File: src/rtl/alu_sequencer.sv
// rtl/alu_sequencer.sv - register-file instruction sequencer driving a combinational ALU
// One instruction in flight: IDLE -> FETCH -> EXEC -> WB, retiring 3 cycles after accept.
module alu_sequencer #(
    parameter int NREGS  = 4,
    parameter int REG_AW = 2
) (
    input  logic              clk,
    input  logic              rst,
    input  logic              instr_valid,
    output logic              instr_ready,
    input  logic [3:0]        instr_op,
    input  logic [REG_AW-1:0] instr_rd,
    input  logic [REG_AW-1:0] instr_rs1,
    input  logic [REG_AW-1:0] instr_rs2,
    input  logic              wr_en,
    input  logic [REG_AW-1:0] wr_addr,
    input  logic [7:0]        wr_data,
    output logic [7:0]        alu_a,
    output logic [7:0]        alu_b,
    output logic [3:0]        alu_op_sel,
    input  logic [7:0]        alu_result,
    input  logic [3:0]        alu_flags,
    output logic              done_valid,
    output logic [7:0]        done_result,
    output logic [3:0]        flags
);

    typedef enum logic [1:0] {
        S_IDLE  = 2'd0,
        S_FETCH = 2'd1,
        S_EXEC  = 2'd2,
        S_WB    = 2'd3
    } state_t;

    state_t state;
    state_t state_nxt;

    logic              ready_en;
    logic              accept;
    logic              host_wr;
    logic [3:0]        op_q;
    logic [REG_AW-1:0] rd_q;
    logic [REG_AW-1:0] rs1_q;
    logic [REG_AW-1:0] rs2_q;
    logic [7:0]        regs [NREGS];
    logic [7:0]        cap_result;
    logic [3:0]        cap_flags;
    logic [7:0]        done_result_q;
    logic [3:0]        flags_q;

    // ready_en keeps READY low until the first edge after reset release
    always_ff @(posedge clk or posedge rst) begin
        if (rst) begin
            state    <= S_IDLE;
            ready_en <= 1'b0;
        end else begin
            state    <= state_nxt;
            ready_en <= 1'b1;
        end
    end

    always_comb begin
        state_nxt   = state;
        instr_ready = 1'b0;
        done_valid  = 1'b0;
        case (state)
            S_IDLE: begin
                instr_ready = ready_en;
                if (instr_valid && ready_en) begin
                    state_nxt = S_FETCH;
                end
            end
            S_FETCH: state_nxt = S_EXEC;
            S_EXEC:  state_nxt = S_WB;
            S_WB: begin
                done_valid = 1'b1;
                state_nxt  = S_IDLE;
            end
            default: state_nxt = S_IDLE;
        endcase
    end

    assign accept  = instr_valid && instr_ready;
    assign host_wr = wr_en && (state == S_IDLE) && !accept;

    always_ff @(posedge clk or posedge rst) begin
        if (rst) begin
            op_q  <= '0;
            rd_q  <= '0;
            rs1_q <= '0;
            rs2_q <= '0;
        end else if (accept) begin
            op_q  <= instr_op;
            rd_q  <= instr_rd;
            rs1_q <= instr_rs1;
            rs2_q <= instr_rs2;
        end
    end

    // Operands hold after WB until the next FETCH
    always_ff @(posedge clk or posedge rst) begin
        if (rst) begin
            alu_a      <= '0;
            alu_b      <= '0;
            alu_op_sel <= '0;
        end else if (state == S_FETCH) begin
            alu_a      <= regs[rs1_q];
            alu_b      <= regs[rs2_q];
            alu_op_sel <= op_q;
        end
    end

    always_ff @(posedge clk or posedge rst) begin
        if (rst) begin
            cap_result <= '0;
            cap_flags  <= '0;
        end else if (state == S_EXEC) begin
            cap_result <= alu_result;
            cap_flags  <= alu_flags;
        end
    end

    // Writeback and host preload never collide: preload is only honoured in IDLE
    always_ff @(posedge clk or posedge rst) begin
        if (rst) begin
            for (int i = 0; i < NREGS; i++) begin
                regs[i] <= '0;
            end
        end else if (state == S_WB) begin
            regs[rd_q] <= cap_result;
        end else if (host_wr) begin
            regs[wr_addr] <= wr_data;
        end
    end

    always_ff @(posedge clk or posedge rst) begin
        if (rst) begin
            done_result_q <= '0;
            flags_q       <= '0;
        end else if (state == S_WB) begin
            done_result_q <= cap_result;
            flags_q       <= cap_flags;
        end
    end

    // The retiring value is visible in the same cycle as the DONE_VALID pulse
    assign done_result = (state == S_WB) ? cap_result : done_result_q;
    assign flags       = (state == S_WB) ? cap_flags  : flags_q;

endmodule

File: config.mk
export PLATFORM = sky130hd
export DESIGN_NAME = alu_sequencer
export DESIGN_NICKNAME = d
export VERILOG_FILES = /design/src/rtl/alu_sequencer.sv
export SDC_FILE = /design/constraint.sdc
export NUM_CORES = 1
export LEC_CHECK = 0
export CAP_MARGIN = 10
export CORE_MARGIN = 2
export CORE_UTILIZATION = 45
export DETAILED_ROUTE_END_ITERATION = 8
export PLACE_DENSITY = 0.69
export SLEW_MARGIN = 20
export SYNTH_ARGS = -nofsm -noshare
export SYNTH_HDL_FRONTEND = slang
export SYNTH_SLANG_ARGS = --single-unit
File: constraint.sdc
create_clock -name clk -period 3.7 [get_ports clk]
set_clock_uncertainty 0.15 [all_clocks]
set_input_delay 0.37 -clock clk [delete_from_list [all_inputs] [get_ports clk]]
set_output_delay 0.37 -clock clk [all_outputs]
set_load 0.02 [all_outputs]
# ---- Word level (Yosys, flattened, before mapping)
# Index checks and enable logic that the tools add are counted.
dict set report totals {
  ff_bits 89
  latch_bits 0
  mem_bits_rw 0
  romBits 0
  inputBits 36
  out_inout_bits 34
  word_cells 60
  n_memories 0
}
dict set report classes {
  n_addsub 0
  multipliers 0
  div_mod_pow 0
  n_lt_le_gt_ge 6
  eq_ne 4
  shift 0
  muxes 20
  bitwise_logic 4
  n_reduce_logical 9
}
# cell n
set op_table {}
lappend op_table {{32-bit bitwise mux} 2}
lappend op_table {{32-bit 2-to-1 mux} 2}
lappend op_table {{8-bit 2-to-1 mux} 7}
lappend op_table {{8-bit binary-select mux with 2-bit select} 2}
lappend op_table {{8-bit demux with 2-bit select} 2}
lappend op_table {{3-bit greater-or-equal comparator, second input constant} 4}
lappend op_table {{2-bit NOT with 3-bit output} 4}
lappend op_table {{2-bit one-hot mux with 4 select lines} 1}
lappend op_table {{1-bit logical AND} 6}
lappend op_table {{3-bit by 1-bit less-than comparator with 1-bit output, second input constant} 2}
lappend op_table {{2-bit equality test, second input constant} 2}
lappend op_table {{4-bit 2-to-1 mux} 1}
lappend op_table {{2-bit by 1-bit equality test with 1-bit output, second input constant} 1}
lappend op_table {{2-bit logical NOT} 1}
lappend op_table {{1-bit 2-to-1 mux} 2}
lappend op_table {{2-bit 2-to-1 mux} 1}
lappend op_table {{2-bit inequality test, second input constant} 1}
lappend op_table {{2-bit nonzero test} 1}
lappend op_table {{1-bit logical NOT} 1}

# ---- Logic depth before layout (Yosys ltp)
dict set report logic_depth {
  ltp_word 8
  ltp_mapped 7
  mapped_depth_nobuf 6
}

# ---- Least setup slack after synthesis
# No wires, ideal clock.
dict set report synth_timing {
  path_kind {register -> output}
  start {register state[0]}
  end {output port done_result[0]}
  t_arrival_ps 1759
  t_required_ps 3180
  setup_slack_ps 1421
  stages_incl_launch_ff 6
  n_path_buf 3
  path_cell_list {dfrtp_1 -> ha_1 -> buf_6 -> buf_2 -> clkbuf_1 -> o21ai_0}
}
dict set report synth_via {
  elab_chain_cells 2
}
# item line
set synth_lines {}
lappend synth_lines {{start: declaration} 35} ;# state_t state;
lappend synth_lines {{start signal: assignment} 57} ;# state <= state_nxt;
lappend synth_lines {{2-bit equality test} 147} ;# assign done_result = (state == S_WB) ? cap_result : done_result_q;
lappend synth_lines {{8-bit 2-to-1 mux} 147}
lappend synth_lines {{end: declaration} 24} ;# output logic [7:0] done_result,
# Every way passes these cells.

# ---- Worst setup path after layout
dict set report layout_timing {
  start {register state[1]}
  end {output port done_result[5]}
}
# Same word-level chain as after synthesis.

==> flow_summary.toml <==
[outcome]
outcome = "finished clean"

[floorplan]
start_util = 0.464
io_pins = 70
row_count = 35
die_area_um2 = 10400
die_w_um = 102
core_um2 = 9280
fp.dieH_um = 102

[sta]
max_freq_mhz = 310
slew_violations = 0
min_period_over_period = 0.871
setup_ws_ns = 0.479
slew-limit-headroom = 0.338
rsz0062_at_grt = "no"
finalSetupViolations = 0
setup_tns_ns = 0
worst_slew_pin_slew_ns = 0.992
finalCriticalPeriod_ns = 3.22
hold_viol = 0

[cells_and_area]
nets = 413
final_layout_size_suffix_gt1_frac = 0.330
postLayoutCoreUtil = 0.575
antennaDiodeCount = 0
synthToLayoutAreaGrowth_pct = 23.9

[critical_path]
crit_chain = "ha_2, nand2_1, o21ai_0, clkdlybuf4s50_1"
worst_path_max_delay_cell = "ha_2"
end_kind = "primary output"
cp_max_fo = 45
critPathKind = "reg2out"
cp.arrival_ns = 2.70
start_kind = "register"
required_ns = 3.18
slowest_delay_ns = 0.86

[pwr]
total_power_mw = 4.59
cellLeakagePower_nw = 2.27
power_density_nw_per_um2 = 860
irDropWorstVdd_mv = 0.538

[detailed_routing]
drt_iter0_markers = 117
ant_nets = 0
wl_mm = 8.87
wl_per_cell_um = 17.6
drtPass1Iterations = 4
routed_via_density = 5.32
drc = 0
vias = 2688

[global_route]
antenna_found_initial = 0
track_usage = 0.185
grt_pass1_wl_mm = 14.6
grt_max_degree = 46
globalRouteOverflowTotal = 0
grt_pass1_vias = 2749

[clock_network]
clk_path_buf_depth = 2
root_buffer = "clkbuf_8"
post_cts.repair.setup_buffers = 0
cts_resized = 0
cts_tree = "done"
clkLatencyLatePin_ns = 0.35
cts_buffers = 9
path_clk_slew_ns = 0.10
htreeDepth = 3
ctsHoldBuffers = 0
clock_sinks = 89

[placed_design]
port_buffers = 69
dp_hpwl_mm = 6.63
place_ws_ns = 0.934
gp_congestion = 0.814

[yosys]
synth-simple-area-share = 0.0584
ys_seq_elements = 89
syn_nets = 346
synth_top_area_frac = 0.517
yosys_warnings = 0
synth_xor_area_frac = 0
yosys.area.top_type = "dfrtp_1"
yosys-top-cells-area = "dfrtp_1 52%, mux2_2 18%, mux4_2 8.4%"
synthCells = 305
synthesis.area_um2 = 4310
ys_seq_area_frac = 0.517
synth_cell_types = 33
synthAdderAreaFrac = 0.0145
synth_compound_area_frac = 0.0831
synth_top_family_by_area = "multiplexers"
post_synth.cell_area_avg_um2 = 14.1
synth_mux_area_frac = 0.297

[min_path]
hold_path_class = "in2async"

[job]
cap_violations = 0
## kinds of logic after synthesis
logic type,count (synthesis)
other cells,1
buf+inv,27
flops,89
mux,95
compound gates,47
simple gates,41
fa+ha+maj,5
## flip-flops by register name, summed over array words and instances (netlist names)
| signal | flops |
|---|---|
| ready_en | 1 |
| rs2_q | 2 |
| regs | 32 |
| done_result_q | 8 |
| flags_q | 4 |
| alu_op_sel | 4 |
| alu_a | 8 |
| cap_flags | 4 |
| rd_q | 2 |
| state | 2 |
| op_q | 4 |
| cap_result | 8 |
| rs1_q | 2 |
| alu_b | 8 |
## per-stage QoR
stage	hold WS, ns	area (um2)	instances
finish	0.138	5340	505
global route	0.187	5340	505
CTS	0.144	5340	505
detailed placement	0.335	5100	490
global placement	0.331	5100	490
floorplan	0.321	4310	305
## cell type report
| class | count | area [um2] |
|---|---|---|
| Multi-Input combinational cell | 189 | 1960 |
| Clock inverter | 6 | 115 |
| Fill cell | 774 | 3950 |
| Clock buffer | 9 | 124 |
| Inverter | 12 | 46.3 |
| Sequential cell | 89 | 2230 |
| Timing Repair Buffer | 71 | 706 |
| Tap cell | 129 | 161 |
## worst max-delay path, delay by kind of cell, from the launching register on
family / cells / cell delay [ns]
AND/OR/NAND/NOR: 1 / 0.21
flip-flops: 1 / 0.41
AO/OA/AOI/OAI: 1 / 0.17
buffers and inverters: 1 / 0.67
adder cells (fa/ha/maj): 1 / 0.86
## Yosys cell counts, drive strengths merged
library cell  count
a22o              2
and2              1
nor2              6
mux4             16
nand2            26
a31oi             2
buf              10
mux2             79
clkbuf            5
a21oi             4
nor3b             2
dfrtp            89
o21ai            24
and3b             1
inv              12
ha                5
nand3             2
a21boi            1
a32o             14
nor3              2
conb              1
nor2b             1
## cell usage in the layout (no fill, tap or decap), types with 4 or more instances in the layout
| master | n |
|---|---|
| a32o_1 | 14 |
| inv_1 | 11 |
| o21ai_0 | 24 |
| mux2_2 | 68 |
| clkbuf_8 | 9 |
| dfrtp_1 | 89 |
| ha_1 | 4 |
| clkdlybuf4s50_1 | 69 |
| mux2_4 | 8 |
| mux4_2 | 16 |
| nand2_1 | 26 |
## power breakdown
part,switching (mW),internal [mW]
Sequential,0.376,1.39
Combinational,0.912,1.11
Clock,0.353,0.450
Total,1.64,2.95
## per-layer routing
| metal | wire [um] | vias to the layer above | GRT usage |
|---|---|---|---|
| li1 | - | 1257 | - |
| met1 | 4220 | 1362 | 0.263 |
| met2 | 4100 | 61 | 0.285 |
| met3 | 436 | 8 | 0.0465 |
| met4 | 104 | 0 | 0.0523 |
| met5 | 0 | - | 0 |
## final timing paths
check,slack [ns],cells past startpoint,endpoint,start
worst max-delay path,0.48,4,done_result[5],state[1]
worst min-delay path,0.14,2,alu_a[1],rst
worst max register to register,1.13,5,regs[6],state[1]
worst min register to register,0.35,1,flags_q[1],flags_q[1]
max in group asynchronous,2.49,3,regs[8],rst
min in group clk,0.35,1,flags_q[1],flags_q[1]
Power figures use the tool's default switching activity.
